$ cat src/rtl/nmea_pkg.sv
// nmea_pkg
// Shared definitions for the NMEA-0183 stream receiver: the framing
// characters, the UART and framer state encodings, bit positions inside
// the end-of-sentence status byte, the FIFO entry layout and a hex-digit
// decoder for the checksum field.
package nmea_pkg;

  // Characters the framer reacts to
  localparam logic [7:0] CH_DOLLAR = 8'h24;
  localparam logic [7:0] CH_STAR   = 8'h2A;
  localparam logic [7:0] CH_COMMA  = 8'h2C;
  localparam logic [7:0] CH_CR     = 8'h0D;
  localparam logic [7:0] CH_LF     = 8'h0A;

  // Bit positions inside the status byte of an end-of-sentence marker
  localparam int ST_CS_OK      = 0;
  localparam int ST_CS_PRESENT = 1;
  localparam int ST_ABORT      = 2;
  localparam int ST_FRAME_ERR  = 3;

  // Entries carry the field index at a fixed width; the top level only
  // exposes the low clog2(MAX_FIELDS) bits, so MAX_FIELDS may be at most 256.
  localparam int FIELD_MAX_W = 8;

  typedef enum logic [1:0] {
    U_IDLE,
    U_START,
    U_DATA,
    U_STOP
  } uart_state_e;

  typedef enum logic [1:0] {
    F_HUNT,
    F_BODY,
    F_CS_HI,
    F_CS_LO
  } framer_state_e;

  typedef struct packed {
    logic                   kind;
    logic [7:0]             data;
    logic [FIELD_MAX_W-1:0] field;
  } entry_t;

  // Returns {valid, nibble}; only uppercase hex digits are valid.
  function automatic logic [4:0] hex_decode(input logic [7:0] c);
    logic [4:0] r;
    r = '0;
    if (c >= 8'h30 && c <= 8'h39) begin
      r = {1'b1, 4'(c - 8'h30)};
    end else if (c >= 8'h41 && c <= 8'h46) begin
      r = {1'b1, 4'(c - 8'h37)};
    end
    return r;
  endfunction

endpackage

$ cat src/rtl/nmea_stream_rx_uart.sv
// nmea_uart_rx
// Oversampling 8N1 receiver. The serial line is first passed through a
// two-flop synchroniser, then a start bit is confirmed at its centre and
// the eight data bits and the stop bit are sampled CLK_PER_BIT cycles apart.
// Ports:
//   clock, reset (async, active low)
//   rx_in      raw serial line, idle high
//   rx_valid   one-cycle pulse, rx_byte holds the received character
//   rx_byte    last good character
//   frame_err  one-cycle pulse when the stop bit was sampled low
module nmea_uart_rx
  import nmea_pkg::*;
#(
  parameter int CLK_PER_BIT = 8
) (
  input  logic       clock,
  input  logic       reset,
  input  logic       rx_in,
  output logic       rx_valid,
  output logic [7:0] rx_byte,
  output logic       frame_err
);

  localparam int CNT_W = (CLK_PER_BIT > 2) ? $clog2(CLK_PER_BIT) : 1;
  localparam logic [CNT_W-1:0] HALF_LAST = CNT_W'(CLK_PER_BIT / 2 - 1);
  localparam logic [CNT_W-1:0] BIT_LAST  = CNT_W'(CLK_PER_BIT - 1);

  uart_state_e      state_q, state_d;
  logic             sync1_q, sync2_q;
  logic [CNT_W-1:0] cnt_q, cnt_d;
  logic [2:0]       bit_idx_q, bit_idx_d;
  logic [7:0]       shift_q, shift_d;
  logic [7:0]       byte_q, byte_d;
  logic             valid_q, valid_d;
  logic             ferr_q, ferr_d;
  logic             half_tick, bit_tick;

  assign half_tick = (cnt_q == HALF_LAST);
  assign bit_tick  = (cnt_q == BIT_LAST);

  // State register plus synchroniser and datapath flops
  always_ff @(posedge clock or negedge reset) begin
    if (!reset) begin
      state_q   <= U_IDLE;
      sync1_q   <= 1'b1;
      sync2_q   <= 1'b1;
      cnt_q     <= '0;
      bit_idx_q <= '0;
      shift_q   <= '0;
      byte_q    <= '0;
      valid_q   <= 1'b0;
      ferr_q    <= 1'b0;
    end else begin
      state_q   <= state_d;
      sync1_q   <= rx_in;
      sync2_q   <= sync1_q;
      cnt_q     <= cnt_d;
      bit_idx_q <= bit_idx_d;
      shift_q   <= shift_d;
      byte_q    <= byte_d;
      valid_q   <= valid_d;
      ferr_q    <= ferr_d;
    end
  end

  // Next-state logic; a start bit that is no longer low at its centre is
  // treated as a glitch and ignored.
  always_comb begin
    state_d = state_q;
    unique case (state_q)
      U_IDLE:  if (!sync2_q) state_d = U_START;
      U_START: if (half_tick) state_d = sync2_q ? U_IDLE : U_DATA;
      U_DATA:  if (bit_tick && bit_idx_q == 3'd7) state_d = U_STOP;
      U_STOP:  if (bit_tick) state_d = U_IDLE;
      default: state_d = U_IDLE;
    endcase
  end

  // Bit counter, shift register and result pulses
  always_comb begin
    cnt_d     = cnt_q + CNT_W'(1);
    bit_idx_d = bit_idx_q;
    shift_d   = shift_q;
    byte_d    = byte_q;
    valid_d   = 1'b0;
    ferr_d    = 1'b0;
    unique case (state_q)
      U_IDLE: begin
        cnt_d     = '0;
        bit_idx_d = '0;
      end
      U_START: begin
        if (half_tick) cnt_d = '0;
      end
      U_DATA: begin
        if (bit_tick) begin
          cnt_d     = '0;
          shift_d   = {sync2_q, shift_q[7:1]};
          bit_idx_d = bit_idx_q + 3'd1;
        end
      end
      U_STOP: begin
        if (bit_tick) begin
          cnt_d = '0;
          if (sync2_q) begin
            valid_d = 1'b1;
            byte_d  = shift_q;
          end else begin
            ferr_d = 1'b1;
          end
        end
      end
      default: cnt_d = '0;
    endcase
  end

  assign rx_valid  = valid_q;
  assign rx_byte   = byte_q;
  assign frame_err = ferr_q;

endmodule

$ cat src/rtl/nmea_stream_rx.sv
// nmea_stream_rx
// NMEA-0183 receiver producing a tagged, checksum-verified character stream.
// A UART feeds a sentence framer that tracks the field index and XOR
// checksum; data characters and end-of-sentence markers are written into a
// ready/valid FIFO. Sentence outcome counters run alongside.
// Ports:
//   clock, reset (async, active low)
//   inGPS                    raw serial line
//   m_valid/m_ready          FIFO head handshake
//   m_kind/m_byte/m_field    head entry: data char or marker with status
//   frame_err                pulse on a low stop bit
//   overflow                 sticky, an entry was dropped on a full FIFO
//   clr                      clears overflow and both counters
//   good_cnt/bad_cnt         saturating sentence counters
module nmea_stream_rx
  import nmea_pkg::*;
#(
  parameter  int CLK_PER_BIT = 8,
  parameter  int MAX_FIELDS  = 32,
  parameter  int MAX_LEN     = 82,
  parameter  int FIFO_DEPTH  = 16,
  localparam int FIELD_W     = $clog2(MAX_FIELDS)
) (
  input  logic               clock,
  input  logic               reset,
  input  logic               inGPS,
  output logic               m_valid,
  input  logic               m_ready,
  output logic               m_kind,
  output logic [7:0]         m_byte,
  output logic [FIELD_W-1:0] m_field,
  output logic               frame_err,
  output logic               overflow,
  input  logic               clr,
  output logic [15:0]        good_cnt,
  output logic [15:0]        bad_cnt
);

  localparam int LEN_W = $clog2(MAX_LEN + 1);
  localparam int PTR_W = $clog2(FIFO_DEPTH);
  localparam logic [FIELD_W-1:0] FIELD_LAST = FIELD_W'(MAX_FIELDS - 1);

  logic       rx_valid;
  logic [7:0] rx_byte;
  logic       rx_frame_err;

  nmea_uart_rx #(
    .CLK_PER_BIT (CLK_PER_BIT)
  ) u_uart (
    .clock     (clock),
    .reset     (reset),
    .rx_in     (inGPS),
    .rx_valid  (rx_valid),
    .rx_byte   (rx_byte),
    .frame_err (rx_frame_err)
  );

  assign frame_err = rx_frame_err;

  // ---------------------------------------------------------------- framer
  framer_state_e      f_state_q, f_state_d;
  logic [7:0]         xor_q, xor_d;
  logic [FIELD_W-1:0] field_q, field_d;
  logic [LEN_W-1:0]   len_q, len_d;
  logic               fe_q, fe_d;
  logic [3:0]         hi_q, hi_d;
  logic               cs_bad_q, cs_bad_d;
  logic               push_q, push_d;
  entry_t             push_entry_q, push_entry_d;

  logic       is_dollar, is_star, is_comma, is_eol, len_full, cs_match;
  logic [4:0] hex_nib;

  assign is_dollar = (rx_byte == CH_DOLLAR);
  assign is_star   = (rx_byte == CH_STAR);
  assign is_comma  = (rx_byte == CH_COMMA);
  assign is_eol    = (rx_byte == CH_CR) || (rx_byte == CH_LF);
  assign len_full  = (len_q == LEN_W'(MAX_LEN));
  assign hex_nib   = hex_decode(rx_byte);
  assign cs_match  = hex_nib[4] && !cs_bad_q && ({hi_q, hex_nib[3:0]} == xor_q);

  // Framer state register and sentence context
  always_ff @(posedge clock or negedge reset) begin
    if (!reset) begin
      f_state_q    <= F_HUNT;
      xor_q        <= '0;
      field_q      <= '0;
      len_q        <= '0;
      fe_q         <= 1'b0;
      hi_q         <= '0;
      cs_bad_q     <= 1'b0;
      push_q       <= 1'b0;
      push_entry_q <= '0;
    end else begin
      f_state_q    <= f_state_d;
      xor_q        <= xor_d;
      field_q      <= field_d;
      len_q        <= len_d;
      fe_q         <= fe_d;
      hi_q         <= hi_d;
      cs_bad_q     <= cs_bad_d;
      push_q       <= push_d;
      push_entry_q <= push_entry_d;
    end
  end

  // Framer next state; the length limit wins over every character.
  always_comb begin
    f_state_d = f_state_q;
    if (rx_valid) begin
      unique case (f_state_q)
        F_HUNT: if (is_dollar) f_state_d = F_BODY;
        F_BODY: begin
          if (len_full)       f_state_d = F_HUNT;
          else if (is_dollar) f_state_d = F_BODY;
          else if (is_star)   f_state_d = F_CS_HI;
          else if (is_eol)    f_state_d = F_HUNT;
        end
        F_CS_HI: f_state_d = len_full ? F_HUNT : F_CS_LO;
        F_CS_LO: f_state_d = F_HUNT;
        default: f_state_d = F_HUNT;
      endcase
    end
  end

  // Framer outputs: checksum/field/length bookkeeping and the entry to push.
  // A '$' inside a sentence closes it as aborted and starts a new one.
  always_comb begin
    xor_d        = xor_q;
    field_d      = field_q;
    len_d        = len_q;
    fe_d         = fe_q | rx_frame_err;
    hi_d         = hi_q;
    cs_bad_d     = cs_bad_q;
    push_d       = 1'b0;
    push_entry_d = '0;
    push_entry_d.field = FIELD_MAX_W'(field_q);
    if (rx_valid) begin
      if (f_state_q == F_HUNT) begin
        if (is_dollar) begin
          xor_d   = '0;
          field_d = '0;
          len_d   = LEN_W'(1);
          fe_d    = 1'b0;
        end
      end else if (len_full) begin
        push_d                          = 1'b1;
        push_entry_d.kind               = 1'b1;
        push_entry_d.data[ST_ABORT]     = 1'b1;
        push_entry_d.data[ST_FRAME_ERR] = fe_q;
      end else begin
        len_d = len_q + LEN_W'(1);
        unique case (f_state_q)
          F_BODY: begin
            if (is_dollar) begin
              push_d                          = 1'b1;
              push_entry_d.kind               = 1'b1;
              push_entry_d.data[ST_ABORT]     = 1'b1;
              push_entry_d.data[ST_FRAME_ERR] = fe_q;
              xor_d   = '0;
              field_d = '0;
              len_d   = LEN_W'(1);
              fe_d    = 1'b0;
            end else if (is_star) begin
              xor_d = xor_q;
            end else if (is_comma) begin
              xor_d = xor_q ^ rx_byte;
              if (field_q != FIELD_LAST) field_d = field_q + FIELD_W'(1);
            end else if (is_eol) begin
              push_d                          = 1'b1;
              push_entry_d.kind               = 1'b1;
              push_entry_d.data[ST_FRAME_ERR] = fe_q;
            end else begin
              xor_d             = xor_q ^ rx_byte;
              push_d            = 1'b1;
              push_entry_d.data = rx_byte;
            end
          end
          F_CS_HI: begin
            hi_d     = hex_nib[3:0];
            cs_bad_d = !hex_nib[4];
          end
          F_CS_LO: begin
            push_d                           = 1'b1;
            push_entry_d.kind                = 1'b1;
            push_entry_d.data[ST_CS_OK]      = cs_match;
            push_entry_d.data[ST_CS_PRESENT] = 1'b1;
            push_entry_d.data[ST_FRAME_ERR]  = fe_q;
          end
          default: len_d = len_q;
        endcase
      end
    end
  end

  // ------------------------------------------------------------------ FIFO
  logic [PTR_W:0]   wr_ptr_q, wr_ptr_d, rd_ptr_q, rd_ptr_d;
  logic [PTR_W-1:0] wr_idx, rd_idx;
  entry_t           mem_q [FIFO_DEPTH];
  logic             fifo_full, pop, wr_en;

  assign wr_idx    = wr_ptr_q[PTR_W-1:0];
  assign rd_idx    = rd_ptr_q[PTR_W-1:0];
  assign fifo_full = (wr_ptr_q[PTR_W] != rd_ptr_q[PTR_W]) && (wr_idx == rd_idx);
  assign m_valid   = (wr_ptr_q != rd_ptr_q);
  assign pop       = m_valid && m_ready;
  // A full FIFO still accepts a push when the head leaves in the same cycle.
  assign wr_en     = push_q && (!fifo_full || pop);
  assign wr_ptr_d  = wr_en ? wr_ptr_q + (PTR_W+1)'(1) : wr_ptr_q;
  assign rd_ptr_d  = pop ? rd_ptr_q + (PTR_W+1)'(1) : rd_ptr_q;

  // Storage array; contents are only observed through valid entries.
  always_ff @(posedge clock) begin
    if (wr_en) mem_q[wr_idx] <= push_entry_q;
  end

  // Head entry is forced to zero while the FIFO is empty.
  always_comb begin
    m_kind  = 1'b0;
    m_byte  = '0;
    m_field = '0;
    if (m_valid) begin
      m_kind  = mem_q[rd_idx].kind;
      m_byte  = mem_q[rd_idx].data;
      m_field = mem_q[rd_idx].field[FIELD_W-1:0];
    end
  end

  // -------------------------------------------------- overflow and counters
  logic        overflow_q, overflow_d;
  logic [15:0] good_q, good_d, bad_q, bad_d;
  logic        marker_seen;

  // Markers are counted at the write attempt, even when the FIFO drops them.
  assign marker_seen = push_q && push_entry_q.kind;

  always_comb begin
    overflow_d = overflow_q;
    good_d     = good_q;
    bad_d      = bad_q;
    if (clr) begin
      overflow_d = 1'b0;
      good_d     = '0;
      bad_d      = '0;
    end else begin
      if (push_q && !wr_en) overflow_d = 1'b1;
      if (marker_seen) begin
        if (push_entry_q.data[ST_CS_OK]) begin
          if (good_q != 16'hFFFF) good_d = good_q + 16'd1;
        end else begin
          if (bad_q != 16'hFFFF) bad_d = bad_q + 16'd1;
        end
      end
    end
  end

  // FIFO pointers, sticky overflow and counters
  always_ff @(posedge clock or negedge reset) begin
    if (!reset) begin
      wr_ptr_q   <= '0;
      rd_ptr_q   <= '0;
      overflow_q <= 1'b0;
      good_q     <= '0;
      bad_q      <= '0;
    end else begin
      wr_ptr_q   <= wr_ptr_d;
      rd_ptr_q   <= rd_ptr_d;
      overflow_q <= overflow_d;
      good_q     <= good_d;
      bad_q      <= bad_d;
    end
  end

  assign overflow = overflow_q;
  assign good_cnt = good_q;
  assign bad_cnt  = bad_q;

endmodule

$ cat config.mk
export PLATFORM = sky130hd
export DESIGN_NAME = nmea_stream_rx
export DESIGN_NICKNAME = d
export VERILOG_FILES = /design/src/rtl/nmea_pkg.sv /design/src/rtl/nmea_stream_rx_uart.sv /design/src/rtl/nmea_stream_rx.sv
export SDC_FILE = /design/constraint.sdc
export NUM_CORES = 1
export LEC_CHECK = 0
export CORE_MARGIN = 10
export CORE_UTILIZATION = 40
export DETAILED_ROUTE_END_ITERATION = 16
export SLEW_MARGIN = 20
export SYNTH_ARGS = -nofsm -noshare
export SYNTH_HDL_FRONTEND = slang
export SYNTH_SLANG_ARGS = --single-unit
$ cat constraint.sdc
create_clock -name clock -period 5.4 [get_ports clock]
set_clock_uncertainty 0.05 [all_clocks]
set_input_delay 1.62 -clock clock [delete_from_list [all_inputs] [get_ports clock]]
set_output_delay 1.62 -clock clock [all_outputs]
set_load 0.01 [all_outputs]
==> metrics <==
sequential-to-total area share from yosys stat 66.18%; Crit path largest cell delay 700 ps; fillers 3,061; die width 210.2 µm; CTS root buf clkbuf_16; area share of the largest cell type after synthesis 46.46%; Yosys top cell by area edfxtp_1; Hold Worst Slack 307.4 ps; Leak 6.543 nW; startpoint types flop; cells along the critical path buf_4 -> mux4_2 -> mux4_2 -> and2_1 -> clkdlybuf4s50_1; Worst Hold Class reg -> reg; Syn. warnings 0; critical path type reg -> out; n_diodes 0; Synthesized Nets 964; max cap viols 0; vias in the first global route 8,341; Post-Syn Area per Cell 15.45 µm²; Critical Path AT 3240 ps; synthesized instance count 937; layout cells sized above 1 17.85%; WP data required 3730 ps; GRT Util Overall 14.24%; hpwl dp 19.32 mm; IO buf count 53; Fin Setup TNS 0 ps; Synth cell types 71; routed len/inst 20.70 µm; CTS tree yes; First DRT Iteration DRCs 613; top cells by count, synth edfxtp_1, dfrtp_1, mux4_2; WL final 31.11 mm; Seq pwr share 45.5%; NetSw 1.503 mW; Clock power frac 43.8%; Power Density 378.3 nW/µm²; post-CTS resize count 0; synth top area cells edfxtp_1, dfrtp_1, mux4_2, xnor2_1, ha_1; Seq cells post-synth 338; slowest stage cell, crit path dfrtp_4; Area Growth Syn to Fin 17.57%; Pwr Total 6.440 mW; num ports 54; worst-margin pin slew 815.8 ps; # clock sinks 338; # nets final 1,039; fin crit period 4913 ps; core area 35,660 µm²; Final period util 90.99%; Final setup viols 0; Die H 210.2 µm; Buffers & Inverters on Critical Path 2; critical path endpoint category primary output; Detail Route Antenna Nets 0; Final Max Tran Viols 0; Num CTS Buffers 38; status finished, final reports clean; drc violations 0; Max VDD drop 0.1878 mV; RD Place Congestion 0.8254; vias per cell 5.391; initial core utilization 40.60%; Row Count 69; fmax 0.2035 GHz; clk slew on worst S/H paths 60 ps; crit-path leading delay family multiplexers; clock buffer depth 3; first-pass GRT wire length 49.31 mm; P_int 4.937 mW; Worst-Skew Late Latency 520 ps; Synth Cell Area 14,480 µm²; RSZ-0062 raised after global routing false; worst-path maximum fanout 22; combinational power share 10.7%; ys flop type edfxtp_1; largest net degree at the start of global routing 64; sw frac 23.33%; Pre-antenna DRT Iters 4; most numerous cell in the Yosys netlist edfxtp_1; setup repair bufs after CTS 0; Die Area 44,200 µm²; hold_buf cts 0; grt total ovfl 0; Vias 8,102; number of flops mapped to enable cells by yosys 224; H-tree depth 2; Rel. slew slack 45.61%; Hold Fails Final Rpt 0; ys async rst share 33.73%; antenna violations before repair 0; most used cell along the critical path mux4_2
## power groups by stage
stage          Sequential (mW)  Combinational, mW  Clock, mW
2_1_floorplan             2.88              0.610          0
3_3_place_gp              2.98              0.704          0
3_5_place_dp              2.99              0.716          0
4_1_cts                   2.94              0.717       2.88
5_1_grt                   2.95              0.768       2.99
6_report                  2.93              0.692       2.82
## routing by layer
layer / part of all wire (%) / vias up / GRT usage [%]
met5: 0 / - / 0
met4: 1.9 / 0 / 3.722
met3: 3.6 / 43 / 2.344
met2: 51 / 134 / 24.32
met1: 44 / 4157 / 18.51
li1: - / 3768 / -
## layout by cell type, fill, tap and decap left out, types with 5 or more instances in the layout
cell               n
a211oi_1           9
inv_1             30
nor2b_1            7
a21o_1             7
o211ai_1           5
clkbuf_1           7
nor2_1            51
nor4_1             8
clkinv_2           5
o31ai_1           11
clkbuf_16         39
buf_4             23
mux4_2            70
or4_1              7
bufinv_16          9
and2_1            22
and3_1            23
edfxtp_1         224
xnor2_1           33
nand2_1           50
nand3_1           24
mux2_2            10
a21oi_1           27
nor3_1            14
mux2i_1            6
xor2_1            10
a31oi_1            6
ha_1              22
dfrtp_1          110
o21ai_0           20
clkdlybuf4s50_1   52
nand4_1           17
nand2b_1           6
## path summary, 6_finish.rpt
kind                           startpoint        endpoint  slack [ps]  cells past startpoint
max                           rd_ptr_q[0]          m_kind         490                      5
min                        u_uart.sync1_q  u_uart.sync2_q         310                      0
max reg2reg                   rd_ptr_q[2]    mem_q[2][11]        2680                      5
min reg2reg                u_uart.sync1_q  u_uart.sync2_q         310                      0
max in group asynchronous           reset  u_uart.sync2_q        3380                      2
min in group asynchronous           reset      bad_cnt[7]        1140                      1
## state kept, by name, summed over array words and instances (netlist names), 2 cells and up, named ones only
signal            cells
bad_cnt              16
u_uart.bit_idx_q      3
len_q                 7
u_uart.cnt_q          3
f_state_q             2
u_uart.rx_byte        8
rd_ptr_q              5
hi_q                  4
push_entry_q         14
good_cnt             16
u_uart.shift_q        8
wr_ptr_q              5
xor_q                 8
field_q               5
mem_q               224
## cell type report
cell class	count	area (µm²)	share of cell area, %
Clock buffer	48	1030	6.050
Clock inverter	22	355.3	2.088
Inverter	30	112.6	0.6616
Multi-Input combinational cell	526	4607	27.07
Sequential cell	338	9587	56.32
Tap cell	461	576.8	3.389
Timing Repair Buffer	78	753.2	4.425
## cells by family (layout without fill, tap and decap cells)
logic type	count (synthesis)	after routing	synth area share [%]
mux	86	86	12.08
fa+ha+maj	22	22	1.901
buf+inv	73	178	2.031
compound gates	115	115	5.479
xor+xnor	43	43	2.601
simple gates	260	260	9.723
flops	338	338	66.18
## through the flow
step	instances	setup WS [ps]	utilization [%]	instance area (µm²)
global route	1503	309.6	47.74	17020
CTS	1503	406.4	47.74	17020
detailed placement	1433	961.9	43.85	15640
global placement	1433	984.5	43.85	15640
floorplan	937	1476	-	14480
finish	1503	486.6	47.74	17020
(Power assumes the default switching activity.)
==> RTL edit (same settings) <==
`MAX_FIELDS`: 32 -> 16.
--- a/src/rtl/nmea_stream_rx.sv
+++ b/src/rtl/nmea_stream_rx.sv
@@ -17,5 +17,5 @@
 #(
   parameter  int CLK_PER_BIT = 8,
-  parameter  int MAX_FIELDS  = 32,
+  parameter  int MAX_FIELDS  = 16,
   parameter  int MAX_LEN     = 82,
   parameter  int FIFO_DEPTH  = 16,
Interface: changed (resized m_field); port bits go from 54 to 53. No check against the original RTL was run, so the function may have changed too.
==> RTL edit against the original RTL <==
First-iteration DRC count decreased by 7.3%; register-to-register slack got worse by 0.24 ns; count of clock-buffer cells in the layout grew 1; synthesized area down 5.3%; critical path depth stayed put; worst setup slack got worse by 0.0067 ns; clock power fell by 19%; final area decreased by 6.1%; combinational power shrank 8.1%; total power is 11% lower; sequential cell count fell by 18; sequential power down 4%; routed wire length shrank 6.0%; largest cell class unchanged; highest routed layer unchanged.
==> RTL edit: results (changes against the original RTL) <==
destination of the worst register-to-register timing path xor_q[5]; Worst-Skew Late Latency 0.54 ns (+0.02 ns); clock sinks 320 (-5.3%); number of buffer cells added on primary ports 52 (-1.9%); die width 205 µm (-2.4%); Worst R2R Start u_uart.rx_byte[3]; Slew @ Worst Pin 0.872 ns (+0.0558 ns); layout cell share with drive strength beyond 1 17.4% (-0.44 points); RePlAce Congestion 0.887 (+7.4%); Post-Syn Instances 903 (-3.6%); final-layout clock buffer total 49 (+2.1%); cts bufs inserted 36 (-5.3%); amount of wire on met3 after detailed routing 1240 µm (+9.7%); sequential share of cell area 56.6% (+0.31 points); detailed route wirelength on metal2 14,500 µm (-8.0%); worst path arrival time 3.25 ns (about the same); Net count, final 1,009 (-2.9%); Post-Layout Inst Area 16,000 µm² (-6.1%); Filler Cells Inserted 2,943 (-3.9%); critical-path maximum fanout 25 (+14%); proportion of register bits with asynchronous set or reset after synthesis 35.0% (+1.3 points); met2 usage 23.4% (-0.91 points); outcome complete, no violations; data-path buffer share of cell area in the final layout 4.57% (+0.14 points); detailed router's first-iteration violation count 568 (-7.3%)
## RTL edit: cell count changes after synthesis, sizes merged, moves of 4 or more
cell,delta
nor2,+19
edfxtp,-16
and3,-13
buf,-10
o21ai,+8
a21o,-7
nor4,-6
xor2,+6
inv,-5
mux4,-5
a31oi,-4
or3,+4
or4,-4
## RTL edit: power breakdown
group	switching, µW	internal, µW	total (µW)	leakage (µW)
logic	312	324	636	0.00182
clock network	988	1300	2290	0.000550
registers	148	2650	2800	0.00387
## RTL edit: cells by family after synthesis
| family | Yosys count | synth area share, % |
|---|---|---|
| AO/OA/AOI/OAI | 112 | 5.39 |
| XOR/XNOR | 51 | 3.26 |
| adder cells (fa/ha/maj) | 21 | 1.92 |
| buffers and inverters | 61 | 1.73 |
| flip-flops | 320 | 66.0 |
| multiplexers | 80 | 11.9 |
| AND/OR/NAND/NOR | 258 | 9.80 |
